### config.mk
export PLATFORM = sky130hd
export DESIGN_NAME = cpu_mem_responder
export DESIGN_NICKNAME = d
export VERILOG_FILES = /design/src/rtl/cpu_mem_responder.sv
export SDC_FILE = /design/constraint.sdc
export NUM_CORES = 1
export LEC_CHECK = 0
export CORE_MARGIN = 4
export CORE_UTILIZATION = 53
export DETAILED_ROUTE_END_ITERATION = 16
export GPL_ROUTABILITY_DRIVEN = 0
export PLACE_DENSITY = 0.79
export RECOVER_POWER = 25
export SKIP_CTS_REPAIR_TIMING = 1
export SLEW_MARGIN = 20
export SYNTH_ARGS = -nofsm -noshare
export SYNTH_HDL_FRONTEND = slang
export SYNTH_SLANG_ARGS = --single-unit
### constraint.sdc
create_clock -name clk_i -period 6.35 [get_ports clk_i]
set_input_delay 1.27 -clock clk_i [delete_from_list [all_inputs] [get_ports clk_i]]
set_output_delay 1.27 -clock clk_i [all_outputs]
set_load 0.02 [all_outputs]
### src/rtl/cpu_mem_responder.sv
// cpu_mem_responder
//   Memory-side responder for the accumulator CPU's main memory (DEPTH = 2**AW words
//   of DW bits). Serves one outstanding request at a time over valid/ready, including
//   indirect accesses where the effective address is fetched from the array first.
//
// Ports
//   clk_i        rising-edge clock
//   rst_i        synchronous, active-high reset
//   req_valid_i  request present
//   req_ready_o  responder can accept a request this cycle (IDLE only)
//   req_we_i     1 = write, 0 = read
//   req_ind_i    1 = indirect: effective address = mem[req_addr_i][AW-1:0]
//   req_addr_i   address operand
//   req_wdata_i  write data
//   rsp_valid_o  response present, held until rsp_ready_i
//   rsp_ready_i  initiator accepts response
//   rsp_data_o   read data, or the written data echoed as a write ack
//
// Configuration
//   CPU_MEM_INIT_EN defined: reset enters an init sweep that writes
//     mem[i] = i + INIT_OFFSET, one word per cycle, before the first request.
//   CPU_MEM_INIT_EN undefined: reset goes straight to IDLE; array is not initialised.

module cpu_mem_responder #(
    parameter int unsigned AW          = 5,
    parameter int unsigned DW          = 8,
    parameter int unsigned INIT_OFFSET = 3
) (
    input  logic          clk_i,
    input  logic          rst_i,
    input  logic          req_valid_i,
    output logic          req_ready_o,
    input  logic          req_we_i,
    input  logic          req_ind_i,
    input  logic [AW-1:0] req_addr_i,
    input  logic [DW-1:0] req_wdata_i,
    output logic          rsp_valid_o,
    input  logic          rsp_ready_i,
    output logic [DW-1:0] rsp_data_o
);

    localparam int unsigned Depth = 2 ** AW;

`ifdef CPU_MEM_INIT_EN
    localparam logic [2:0] StInit = 3'd0;
`endif
    localparam logic [2:0] StIdle = 3'd1;
    localparam logic [2:0] StPtr  = 3'd2;
    localparam logic [2:0] StAcc  = 3'd3;
    localparam logic [2:0] StRsp  = 3'd4;

`ifdef CPU_MEM_INIT_EN
    localparam logic [2:0] ResetState = StInit;
`else
    localparam logic [2:0] ResetState = StIdle;
`endif

    logic [2:0]    state_q, state_d;
    logic          we_q, we_d;
    logic [DW-1:0] wdata_q, wdata_d;
    // Holds the address operand on accept, then the dereferenced pointer after PTR,
    // so no separate operand register is needed.
    logic [AW-1:0] ea_q, ea_d;
    logic          rsp_valid_q, rsp_valid_d;
    logic [DW-1:0] rsp_data_q, rsp_data_d;

`ifdef CPU_MEM_INIT_EN
    logic [AW-1:0] cnt_q, cnt_d;
`endif

    logic [DW-1:0] mem_q [Depth];
    logic [DW-1:0] rd_word;
    logic          mem_we;
    logic [AW-1:0] mem_waddr;
    logic [DW-1:0] mem_wdata;

    assign rd_word = mem_q[ea_q];

    // Forced low while reset is asserted so nothing is accepted across a reset edge.
    assign req_ready_o = (state_q == StIdle) && !rst_i;
    assign rsp_valid_o = rsp_valid_q;
    assign rsp_data_o  = rsp_data_q;

    always_comb begin
        state_d     = state_q;
        we_d        = we_q;
        wdata_d     = wdata_q;
        ea_d        = ea_q;
        rsp_valid_d = rsp_valid_q;
        rsp_data_d  = rsp_data_q;
        mem_we      = 1'b0;
        mem_waddr   = ea_q;
        mem_wdata   = wdata_q;
`ifdef CPU_MEM_INIT_EN
        cnt_d       = cnt_q;
`endif

        unique case (state_q)
`ifdef CPU_MEM_INIT_EN
            StInit: begin
                mem_we    = 1'b1;
                mem_waddr = cnt_q;
                mem_wdata = DW'(cnt_q) + DW'(INIT_OFFSET);
                cnt_d     = cnt_q + AW'(1);
                if (cnt_q == AW'(Depth - 1)) begin
                    state_d = StIdle;
                end
            end
`endif
            StIdle: begin
                if (req_valid_i) begin
                    we_d    = req_we_i;
                    wdata_d = req_wdata_i;
                    ea_d    = req_addr_i;
                    state_d = req_ind_i ? StPtr : StAcc;
                end
            end
            StPtr: begin
                // Upper DW-AW pointer bits are dropped, so pointers wrap in the array.
                ea_d    = rd_word[AW-1:0];
                state_d = StAcc;
            end
            StAcc: begin
                rsp_valid_d = 1'b1;
                state_d     = StRsp;
                if (we_q) begin
                    mem_we     = 1'b1;
                    rsp_data_d = wdata_q;
                end else begin
                    rsp_data_d = rd_word;
                end
            end
            StRsp: begin
                if (rsp_ready_i) begin
                    rsp_valid_d = 1'b0;
                    state_d     = StIdle;
                end
            end
            default: state_d = StIdle;
        endcase
    end

    always_ff @(posedge clk_i) begin
        if (rst_i) begin
            state_q     <= ResetState;
            we_q        <= 1'b0;
            wdata_q     <= '0;
            ea_q        <= '0;
            rsp_valid_q <= 1'b0;
            rsp_data_q  <= '0;
        end else begin
            state_q     <= state_d;
            we_q        <= we_d;
            wdata_q     <= wdata_d;
            ea_q        <= ea_d;
            rsp_valid_q <= rsp_valid_d;
            rsp_data_q  <= rsp_data_d;
        end
    end

`ifdef CPU_MEM_INIT_EN
    always_ff @(posedge clk_i) begin
        if (rst_i) begin
            cnt_q <= '0;
        end else begin
            cnt_q <= cnt_d;
        end
    end
`endif

    // Array has no reset; a write pending at a reset edge is discarded.
    always_ff @(posedge clk_i) begin
        if (mem_we && !rst_i) begin
            mem_q[mem_waddr] <= mem_wdata;
        end
    end

endmodule
---- Word-level counts from Yosys, hierarchy flattened ----
Memory sizes are Yosys's and may differ from the RTL's. A register that Yosys moved wholly into a read port is not among the register bits.
Cells that the tools add are included.
storage, ports and cells
  register bits after elaboration ......... 26
  memory bits (writable) .................. 256
  memories ................................ 1
cells by class
  reduce and logical (&&, ||, !) cells .... 9
  eq/ne operators ......................... 6
  multiplexer cells ....................... 15
memory list
  name   depth  bits a word  rd ports  clocked after Yosys merged registers in  write ports  line  RTL
  mem_q  32     8            1         1                                        1            71    logic [DW-1:0] mem_q [Depth];
operator list
  kind                                                              count
  5-bit two-way mux                                                 3
  3-bit one-hot mux with 4 select lines                             1
  5-bit one-hot mux with 2 select lines                             1
  8-bit two-way mux                                                 1
  2-bit AND reduction                                               4
  3-bit by 2-bit == test with 1-bit output (second input constant)  2
  1-bit two-way mux                                                 6
  3-bit two-way mux                                                 2
  2-bit inequality test (second input constant)                     2
  2-bit nonzero test                                                2
  3-bit by 1-bit == test with 1-bit output (second input constant)  1
  3-bit == test (second input constant)                             1
  1-bit logical AND                                                 2
  1-bit one-hot mux with 2 select lines                             1
  1-bit logical NOT                                                 1

---- Depth between registers and ports, before layout ----
  depth after elaboration ................. 5
  depth in mapped cells ................... 9

---- Worst setup path before layout ----
OpenSTA, ideal clock, no wires.
  path type ............................... input -> output
  start ................................... input rst_i
  end ..................................... output req_ready_o
  stages on the path ...................... 3
  path buffers ............................ 2
  arrival time ............................ 2,162 ps
  setup slack ............................. 2,918 ps
  cells stage by stage .................... clkbuf_1 -> buf_1 -> nor3_1
between the ends
  word-level cells in the longest chain between the ends .. 2
ends and longest elaborated chain
  what                line  RTL
  start: declaration  30    input logic rst_i,
  1-bit logical NOT   80    assign req_ready_o = (state_q == StIdle) && !rst_i;
  1-bit logical AND   80
  end: declaration    32    output logic req_ready_o,
No other way between the ends.

---- Worst setup path after layout ----
Same ends and word-level chain as after synthesis.

==> impl_metrics.env <==
export IMPL_die_h_um=154.3
export IMPL_finClkSkew_ps=25.80
export IMPL_violations="max-capacitance violations, max-slew violations"
export IMPL_hold_violations=0
export IMPL_tritoncts="yes"
export IMPL_p_total_mw=4.142
export IMPL_crit_path_end_kind="output pin"
export IMPL_place_port_buffers=28
export IMPL_path_clk_slew_ps=60
export IMPL_ioPinCount=29
export IMPL_synth_warnings=0
export IMPL_cts_buffer_depth=3
export IMPL_core_um2=21020
export IMPL_drv_slew=140
export IMPL_min_period_over_period=0.7101
export IMPL_clock_fmax_mhz=221.8
export IMPL_hpwl_um=15820
export IMPL_start_kind="input pin"
export IMPL_first_global_vias=6417
export IMPL_relSlewSlack=-0.3477
export IMPL_outcome="complete, but fails checks"
export IMPL_synth_nets=698
export IMPL_n_antenna_cell=0
export IMPL_power_density_nw_per_um2=325.9
export IMPL_layout_commonest_cell="edfxtp_1"
export IMPL_setup_viol_count_final=0
export IMPL_path_class="in2out"
export IMPL_postSynthAreaPerCell_um2=16.71
export IMPL_area_growth_pct=12.00
export IMPL_async_reset_ff_frac=0
export IMPL_vias=6427
export IMPL_die_w_um=154.3
export IMPL_syn_cell_area_um2=11350
export IMPL_initial_core_util=0.5398
export IMPL_design_area_um2=12710
export IMPL_setup_tns_ps=0
export IMPL_r2r_slack_ps=3080
export IMPL_antenna_found_initial=0
export IMPL_viasPerCell=6.421
export IMPL_yosys_cell_types_count=43
export IMPL_route_final_wire_length_um=26050
export IMPL_cp_startpoint="rst_i"
export IMPL_clock_latency_ps=540
export IMPL_finalNetCount=725
export IMPL_rsz0062_at_grt="no"
export IMPL_worstPathArrival_ps=3240
export IMPL_rows=53
export IMPL_grt_pass1_wl_um=38970
export IMPL_synthFlopType="edfxtp_1"
export IMPL_postRouteAntennaNets=0
export IMPL_leakage_nw=3.905
export IMPL_fin_hold_ws_ps=540.8
export IMPL_drt_iter0_drc=1030
export IMPL_route_detailed_drc=0
export IMPL_die_area_um2=23810
export IMPL_layout_min_cycle_time_ps=4509
export IMPL_seq_area_frac_synth=0.7322
export IMPL_drt_pass1_iter_count=5
export IMPL_synth_edf_count=256
export IMPL_ys_ff_latch=287
export IMPL_hold_class="reg2reg"
export IMPL_synth_top_cell_by_area="edfxtp_1"
export IMPL_cts_root_buf="clkbuf_16"
export IMPL_nFillCells=1436
export IMPL_max_vdd_ir_drop_v=0.0003284
export IMPL_cts_buffers=27
export IMPL_ys_top_cells_by_area="edfxtp_1 (68%), mux2i_1 (8.9%), dfxtp_1 (5.5%)"
export IMPL_multi_input_area_um2=2780
export IMPL_placed_cell_area_um2=11800
export IMPL_final_cell_mix="edfxtp_1 (256), mux2i_1 (101), a22oi_1 (40), nor2_1 (38), a21oi_1 (37)"
export IMPL_drive_above_1_share=0.1116
export IMPL_maxCapViolations=4
export IMPL_required_ps=5080
export IMPL_netlist_instances=679
export IMPL_wl_per_cell_um=26.02
export IMPL_grt_usage=0.2167
export IMPL_final_util=0.6045
export IMPL_tightest_slew_ps=2022
export IMPL_gr_total_overflow=0
export IMPL_regArea_um2=8315
export IMPL_cts_max_level=1
export IMPL_crit_fanout=27
export IMPL_synthDominantCellAreaShare=0.6775
export IMPL_grt_max_degree=51
export IMPL_hold_path_startpoint="rsp_valid_o$_SDFFE_PP0P_"
export IMPL_clkSinkCount=287
==> report_power, final <==
part | switching [mW] | internal, mW | total (mW)
combinational | 0.191 | 0.133 | 0.324
sequential | 0.0704 | 2.09 | 2.16
clock | 0.673 | 0.985 | 1.66
total | 0.935 | 3.21 | 4.14
==> worst max-delay path: stages <==
cell and delay, ps:
clkdlybuf4s50_1 900, nor3_1 410, clkdlybuf4s50_1 650
==> kinds of logic (layout without fill, tap and decap cells) <==
| logic type | count (synthesis) | after routing | synth area share |
|---|---|---|---|
| and+or+nand+nor | 120 | 120 | 0.05381 |
| AOI/OAI and AO/OA | 109 | 109 | 0.06594 |
| buffers and inverters | 42 | 89 | 0.02326 |
| muxes | 121 | 121 | 0.1248 |
| DFF | 287 | 287 | 0.7322 |
==> cells in the mapped netlist (2+ instances only) <==
library cell / number
or3b_2: 3
nand2b_1: 2
and2_1: 7
mux2i_1: 101
nor2b_1: 4
nand3b_1: 11
or4_1: 6
o2111a_1: 2
a211oi_1: 9
nand2_1: 26
nor3_1: 5
mux4_2: 16
mux2_2: 4
a22o_1: 3
buf_2: 6
buf_6: 3
inv_1: 3
and3_1: 6
nor2_1: 38
edfxtp_1: 256
o22ai_1: 5
buf_4: 7
a221oi_1: 3
a311oi_1: 3
dfxtp_1: 31
a21oi_1: 37
o221ai_1: 2
nand3_1: 6
nor3b_1: 2
a22oi_1: 40
clkbuf_1: 18
buf_12: 3
==> per-layer routing <==
metal / vias to the layer above / wire (µm) / global-route usage
met2: 427 / 12870 / 0.3654
met3: 68 / 2573 / 0.03749
met1: 3178 / 9626 / 0.2848
met4: 0 / 981 / 0.08116
met5: - / 0 / 0
li1: 2754 / - / -
==> flip-flops by register name, summed over array words and instances (netlist names), named ones only <==
name,cells
rsp_data_o,8
we_q,1
mem_wdata,8
mem_q,256
ea_q,5
state_q,3
rsp_valid_o,1
==> per-stage QoR <==
step | std cells | worst slack (ps)
CTS | 1001 | 1852
global placement | 952 | 1884
global route | 1001 | 1717
finish | 1001 | 1841
detailed placement | 952 | 1869
floorplan | 679 | 2918
==> worst paths after layout <==
| kind | depth (start not counted) | end |
|---|---|---|
| hold reg to reg | 2 | rsp_valid_o$_SDFFE_PP0P_ |
| setup / recovery | 3 | req_ready_o |
| setup reg to reg | 6 | ea_q[0]$_SDFFE_PP0P_ |
| hold / removal | 2 | rsp_valid_o$_SDFFE_PP0P_ |
==> cell type report <==
type,count,share of cell area
Clock inverter,20,0.01871
Timing Repair Buffer,37,0.02648
Inverter,3,0.0008861
Clock buffer,29,0.05376
Multi-Input combinational cell,350,0.2188
Sequential cell,287,0.6543
Tap cell,275,0.02708
Power figures use the tool's default switching activity.
==> variant 1: new RTL, same settings <==
Set the parameter `AW` to 4 (it was 5).
--- a/src/rtl/cpu_mem_responder.sv
+++ b/src/rtl/cpu_mem_responder.sv
@@ -22,7 +22,7 @@
 //   CPU_MEM_INIT_EN undefined: reset goes straight to IDLE; array is not initialised.
 
 module cpu_mem_responder #(
-    parameter int unsigned AW          = 5,
+    parameter int unsigned AW          = 4,
     parameter int unsigned DW          = 8,
     parameter int unsigned INIT_OFFSET = 3
 ) (
Interface: changed (resized req_addr_i); port bits go from 29 to 28. No check against the original RTL was run, so the function may have changed too.
==> variant 1 against the unedited design <==
Synthesized cell count decreased by 48%. Setup slack gained 0.34 ns. Power decreased by 41%. First-iteration DRC count is 47% lower. Cell area is 44% lower. Area after synthesis decreased by 45%. Clock skew is 0.010 ns lower. Wire length decreased by 45%. Die area shrank 43%. Utilization increased by 1.9 points. Sequential cell count fell by 130. Register-to-register slack gained 0.41 ns. Largest cell class unchanged. Highest routed layer unchanged.
==> variant 1: results (changes against the unedited design) <==
INFO  metric worst_reg_to_reg_setup_slack = 3.49 ns (was 3.08 ns)
INFO  metric largest_reg_flops = 128 (was 256)
INFO  metric first_global_vias = 3333 (was 6417)
INFO  metric numCtsBuffers = 17 (was 27)
INFO  metric route.layer.met1.wl = 5751 um (was 9626 um)
INFO  metric layout-drive-gt1-share = 15.33% (was 11.16%)
INFO  metric maxClockFrequency = 240.0 MHz (was 221.8 MHz)
INFO  metric mux_contribution_to_synthesized_area = 13.01% (was 12.48%)
INFO  metric dpl.cell_count = 509 (was 952)
INFO  metric synth.cells.most_frequent = edfxtp_1, dfxtp_1, a21oi_1, nand2_1, nor2_1 (was edfxtp_1, mux2i_1, a22oi_1, nor2_1, a21oi_1)
INFO  metric slew_headroom = 31.58% (was -34.77%)
INFO  metric routed_vias = 3509 (was 6427)
INFO  metric finalNetCount = 403 (was 725)
INFO  metric clock_skew = 0.01540 ns (was 0.02580 ns)
INFO  metric power.clock.fraction = 42.5% (was 40.0%)
INFO  metric grt_start_max_net_pins = 24 (was 51)
INFO  metric h_tree_depth = 4 (was 1)
INFO  metric slowest_delay = 0.71 ns (was 0.90 ns)
INFO  metric global_route.usage.met2 = 33.49% (was 36.54%)
INFO  metric yosys-top-cells-area = edfxtp_1, dfxtp_1, mux4_1, mux4_2, a21oi_1 (was edfxtp_1, mux2i_1, dfxtp_1, mux4_2, a22oi_1)
INFO  metric clock_tree.buffer_depth = 2 (was 3)
INFO  metric run_status = completed (was finished, violations left)
INFO  metric worst_r2r_endpoint = mem_q[3][2] (was ea_q[0])
INFO  metric pre_cts_ws = 2.148 ns (was 1.869 ns)
INFO  metric timing.critical_path.arrival = 2.90 ns (was 3.24 ns)
INFO  metric synthCells = 355 (was 679)
INFO  metric worst_hold_startpoint = rsp_data_o[2] (was rsp_valid_o)
INFO  metric synth.net_count = 373 (was 698)
INFO  metric met3WireLength = 1332 um (was 2573 um)
INFO  metric peakVddDrop = 0.0001842 V (was 0.0003284 V)
INFO  metric grt_pass1_wl = 21120 um (was 38970 um)
INFO  metric source_to_sink_clock_delay_at_the_later_pin_of_the_worst_skew_pair = 0.42 ns (was 0.54 ns)
INFO  metric p_seq = 1200 uW (was 2160 uW)
INFO  metric power.leakage = 0.002320 uW (was 0.003905 uW)
INFO  metric worst_r2r_path_depth = 4 (was 6)
INFO  metric synth_edf_count = 128 (was 256)
INFO  metric synth_compound_gate_area_share = 6.414% (was 6.594%)
INFO  metric port-buffer-count = 27 (was 28)
INFO  metric drt-initial-drc-count = 550 (was 1030)
INFO  metric grt_util_met1 = 32.01% (was 28.48%)
INFO  metric detailed_place_hpwl = 9213 um (was 15820 um)
INFO  metric detail_route.wirelength = 14250 um (was 26050 um)
==> variant 1: changes by cell type in the layout (fill, tap and decap cells not counted), moves of 5 or more <==
cell,before,now
or4_1,6,1
nor2_1,38,18
mux2i_1,101,8
nand2_1,26,19
nand3_1,6,1
and2_1,7,1
a22oi_1,40,12
clkbuf_16,27,21
mux4_1,0,15
o21ai_0,1,9
edfxtp_1,256,128
a21oi_1,37,21
clkinv_2,8,1
==> variant 1: stage by stage <==
stage / power [uW] / util [%] / hold slack, ns
2_1_floorplan: 1353 / - / 0.5481
3_3_place_gp: 1421 / 56.97 / 0.5083
3_5_place_dp: 1426 / 56.97 / 0.5462
4_1_cts: 2450 / 62.33 / 0.5589
5_1_grt: 2520 / 62.38 / 0.5708
6_report: 2450 / 62.38 / 0.5598
==> variant 1: cell type report <==
cell class,instances,area (um2)
Clock buffer,25,544.3
Clock inverter,7,71.32
Fill cell,752,4314
Inverter,2,7.507
Multi-Input combinational cell,178,1642
Sequential cell,157,4424
Tap cell,143,178.9
Timing Repair Buffer,29,285.3
==> variant 2: new RTL, same flow settings <==
Made on the original files. `wdata_q`, `ea_q` and `rsp_data_q` no longer have a reset.
--- a/src/rtl/cpu_mem_responder.sv
+++ b/src/rtl/cpu_mem_responder.sv
@@ -144,18 +144,18 @@
         if (rst_i) begin
             state_q     <= ResetState;
             we_q        <= 1'b0;
-            wdata_q     <= '0;
-            ea_q        <= '0;
             rsp_valid_q <= 1'b0;
-            rsp_data_q  <= '0;
         end else begin
             state_q     <= state_d;
             we_q        <= we_d;
-            wdata_q     <= wdata_d;
-            ea_q        <= ea_d;
             rsp_valid_q <= rsp_valid_d;
-            rsp_data_q  <= rsp_data_d;
         end
+    end
+
+    always_ff @(posedge clk_i) begin
+        wdata_q    <= wdata_d;
+        ea_q       <= ea_d;
+        rsp_data_q <= rsp_data_d;
     end
 
 `ifdef CPU_MEM_INIT_EN
Check against the original RTL: differs if rst_i is asserted again (counterexample within 4 cycles, from zero or initial values and one cycle with rst_i high); with rst_i held inactive, the same outputs for 4 cycles.
==> variant 2 against the unedited design <==
The flow still finishes with violations (max-capacitance violations, max-slew violations). Count of clock-buffer cells in the layout stayed put. Wire length is 2.9% lower. Cell area hardly changed. Setup slack better by 0.66 ns. Sequential share of layout area is 1.6 points higher. Critical path depth stayed put. Area after synthesis is 0.44% higher. Sequential cell count stayed put. Non-clock buffer count is 4 higher. Maximum frequency is 17% higher. Highest routed layer unchanged.
Power is not compared: it rests on default switching activity, and its combinational part moved more than twofold at a synthesized area within 25%.
==> variant 2: results (changes against the unedited design) <==
INFO  metric drt-initial-drc-count = 882 (was 1030)
INFO  metric slowest_delay = 0.61 ns (was 0.90 ns)
INFO  metric nonClockBufferCount = 41 (was 37)
INFO  metric max_cap_viol_count = 4 (unchanged)
INFO  metric dpl.cell_count = 949 (was 952)
INFO  metric run_status = finished, violations left (unchanged)
INFO  metric violations = max-capacitance violations, max-slew violations (unchanged)
INFO  metric timing.final.max_slew_violations = 136 (was 140)
INFO  metric n_multi_input_combinational_cell = 343 (was 350)
INFO  metric layout-drive-gt1-share = 8.702% (was 11.16%)
INFO  metric worst_hold_startpoint = state_q[2] (was rsp_valid_o)
INFO  metric clockNetworkAreaShare = 6.588% (was 7.246%)
INFO  metric dpl-instance-area = 11880 um2 (was 11800 um2)
INFO  metric final.fill_count = 1528 (was 1436)
INFO  metric final-instance-count-excl-fill = 999 (was 1001)
INFO  metric timing.hold.worst_path_depth = 1 (was 2)
INFO  metric worst_reg_to_reg_setup_slack = 3.25 ns (was 3.08 ns)
INFO  metric grt_start_max_net_pins = 44 (was 51)
INFO  metric share_of_the_final_layout_cell_area_in_multi_input_gates = 20.62% (was 21.88%)
INFO  metric syn-mean-instance-area = 16.99 um2 (was 16.71 um2)
INFO  metric grt_usage = 21.02% (was 21.67%)
INFO  metric layout-area-overhead-vs-synth = 11.48% (was 12.00%)
INFO  metric final.hold.worst_slack = 0.5138 ns (was 0.5408 ns)
INFO  metric yosys-top-cells-area = edfxtp_1, mux2i_1, a22oi_1, dfxtp_1, nor2_1 (was edfxtp_1, mux2i_1, dfxtp_1, mux4_2, a22oi_1)
INFO  metric clock_skew = 0.01337 ns (was 0.02580 ns)
INFO  metric seq_area_share = 67.08% (was 65.43%)
INFO  metric slew_headroom = -30.33% (was -34.77%)
INFO  metric first_global_vias = 6283 (was 6417)
INFO  metric detailed_place_hpwl = 16000 um (was 15820 um)
INFO  metric detail_route.wirelength = 25290 um (was 26050 um)
INFO  metric ys_seq_area_share = 74.74% (was 73.22%)
INFO  metric routed_vias = 6242 (was 6427)
INFO  metric synth.cells.most_frequent = edfxtp_1, mux2i_1, a22oi_1, nor2_1, a21oi_1 (unchanged)
INFO  metric synth.cell_area = 11400 um2 (was 11350 um2)
INFO  metric pre_cts_ws = 2.504 ns (was 1.869 ns)
[variant 2: cell count changes after synthesis, moves of 6 or more]
cell / before / now
nand2_1: 26 / 20
a21oi_1: 37 / 28
and3_1: 6 / 0
dfxtp_1: 31 / 10
a211oi_1: 9 / 1
mux2i_1: 101 / 139
edfxtp_1: 256 / 277
or4_1: 6 / 0
nand3b_1: 11 / 5
o21ai_1: 0 / 10
a22oi_1: 40 / 52
mux4_2: 16 / 0
[variant 2: how the worst max path moves through the flow]
stage	endpoint	from	slack, ns	depth (start not counted)
6_report	req_ready_o	rst_i	2.50	3
5_1_grt	req_ready_o	rst_i	2.46	3
4_1_cts	req_ready_o	rst_i	2.50	3
3_5_place_dp	req_ready_o	rst_i	2.50	3
3_3_place_gp	req_ready_o	rst_i	2.54	3
2_1_floorplan	req_ready_o	rst_i	3.52	1
[variant 2: worst max-delay path: cells and delay by family]
family        cells  cell delay (ns)
simple gates      1             0.16
buf+inv           2             1.15
[variant 2: logic make-up (layout without fill, tap and decap cells)]
logic type,after synthesis,count (layout),share of synthesized area (%)
AOI/OAI and AO/OA,112,112,6.708
xor gates and xnor gates,1,1,0.07686
buffers and inverters,41,94,2.294
DFF,287,287,74.74
muxes,139,139,12.21
and+or+nand+nor,91,91,3.974
[variant 2: metal layers]
layer | GRT usage (%) | vias to the layer above | share of wire (%)
li1 | - | 2716 | -
met1 | 28.23 | 3088 | 38
met2 | 34.42 | 356 | 48
met3 | 3.777 | 82 | 9.5
met4 | 8.326 | 0 | 4.1
met5 | 0 | - | 0
[variant 2: power by group]
part	internal [uW]	switching, uW	total [uW]
combinational	441	677	1120
sequential	2220	135	2350
clock	857	668	1530
total	3520	1480	5000
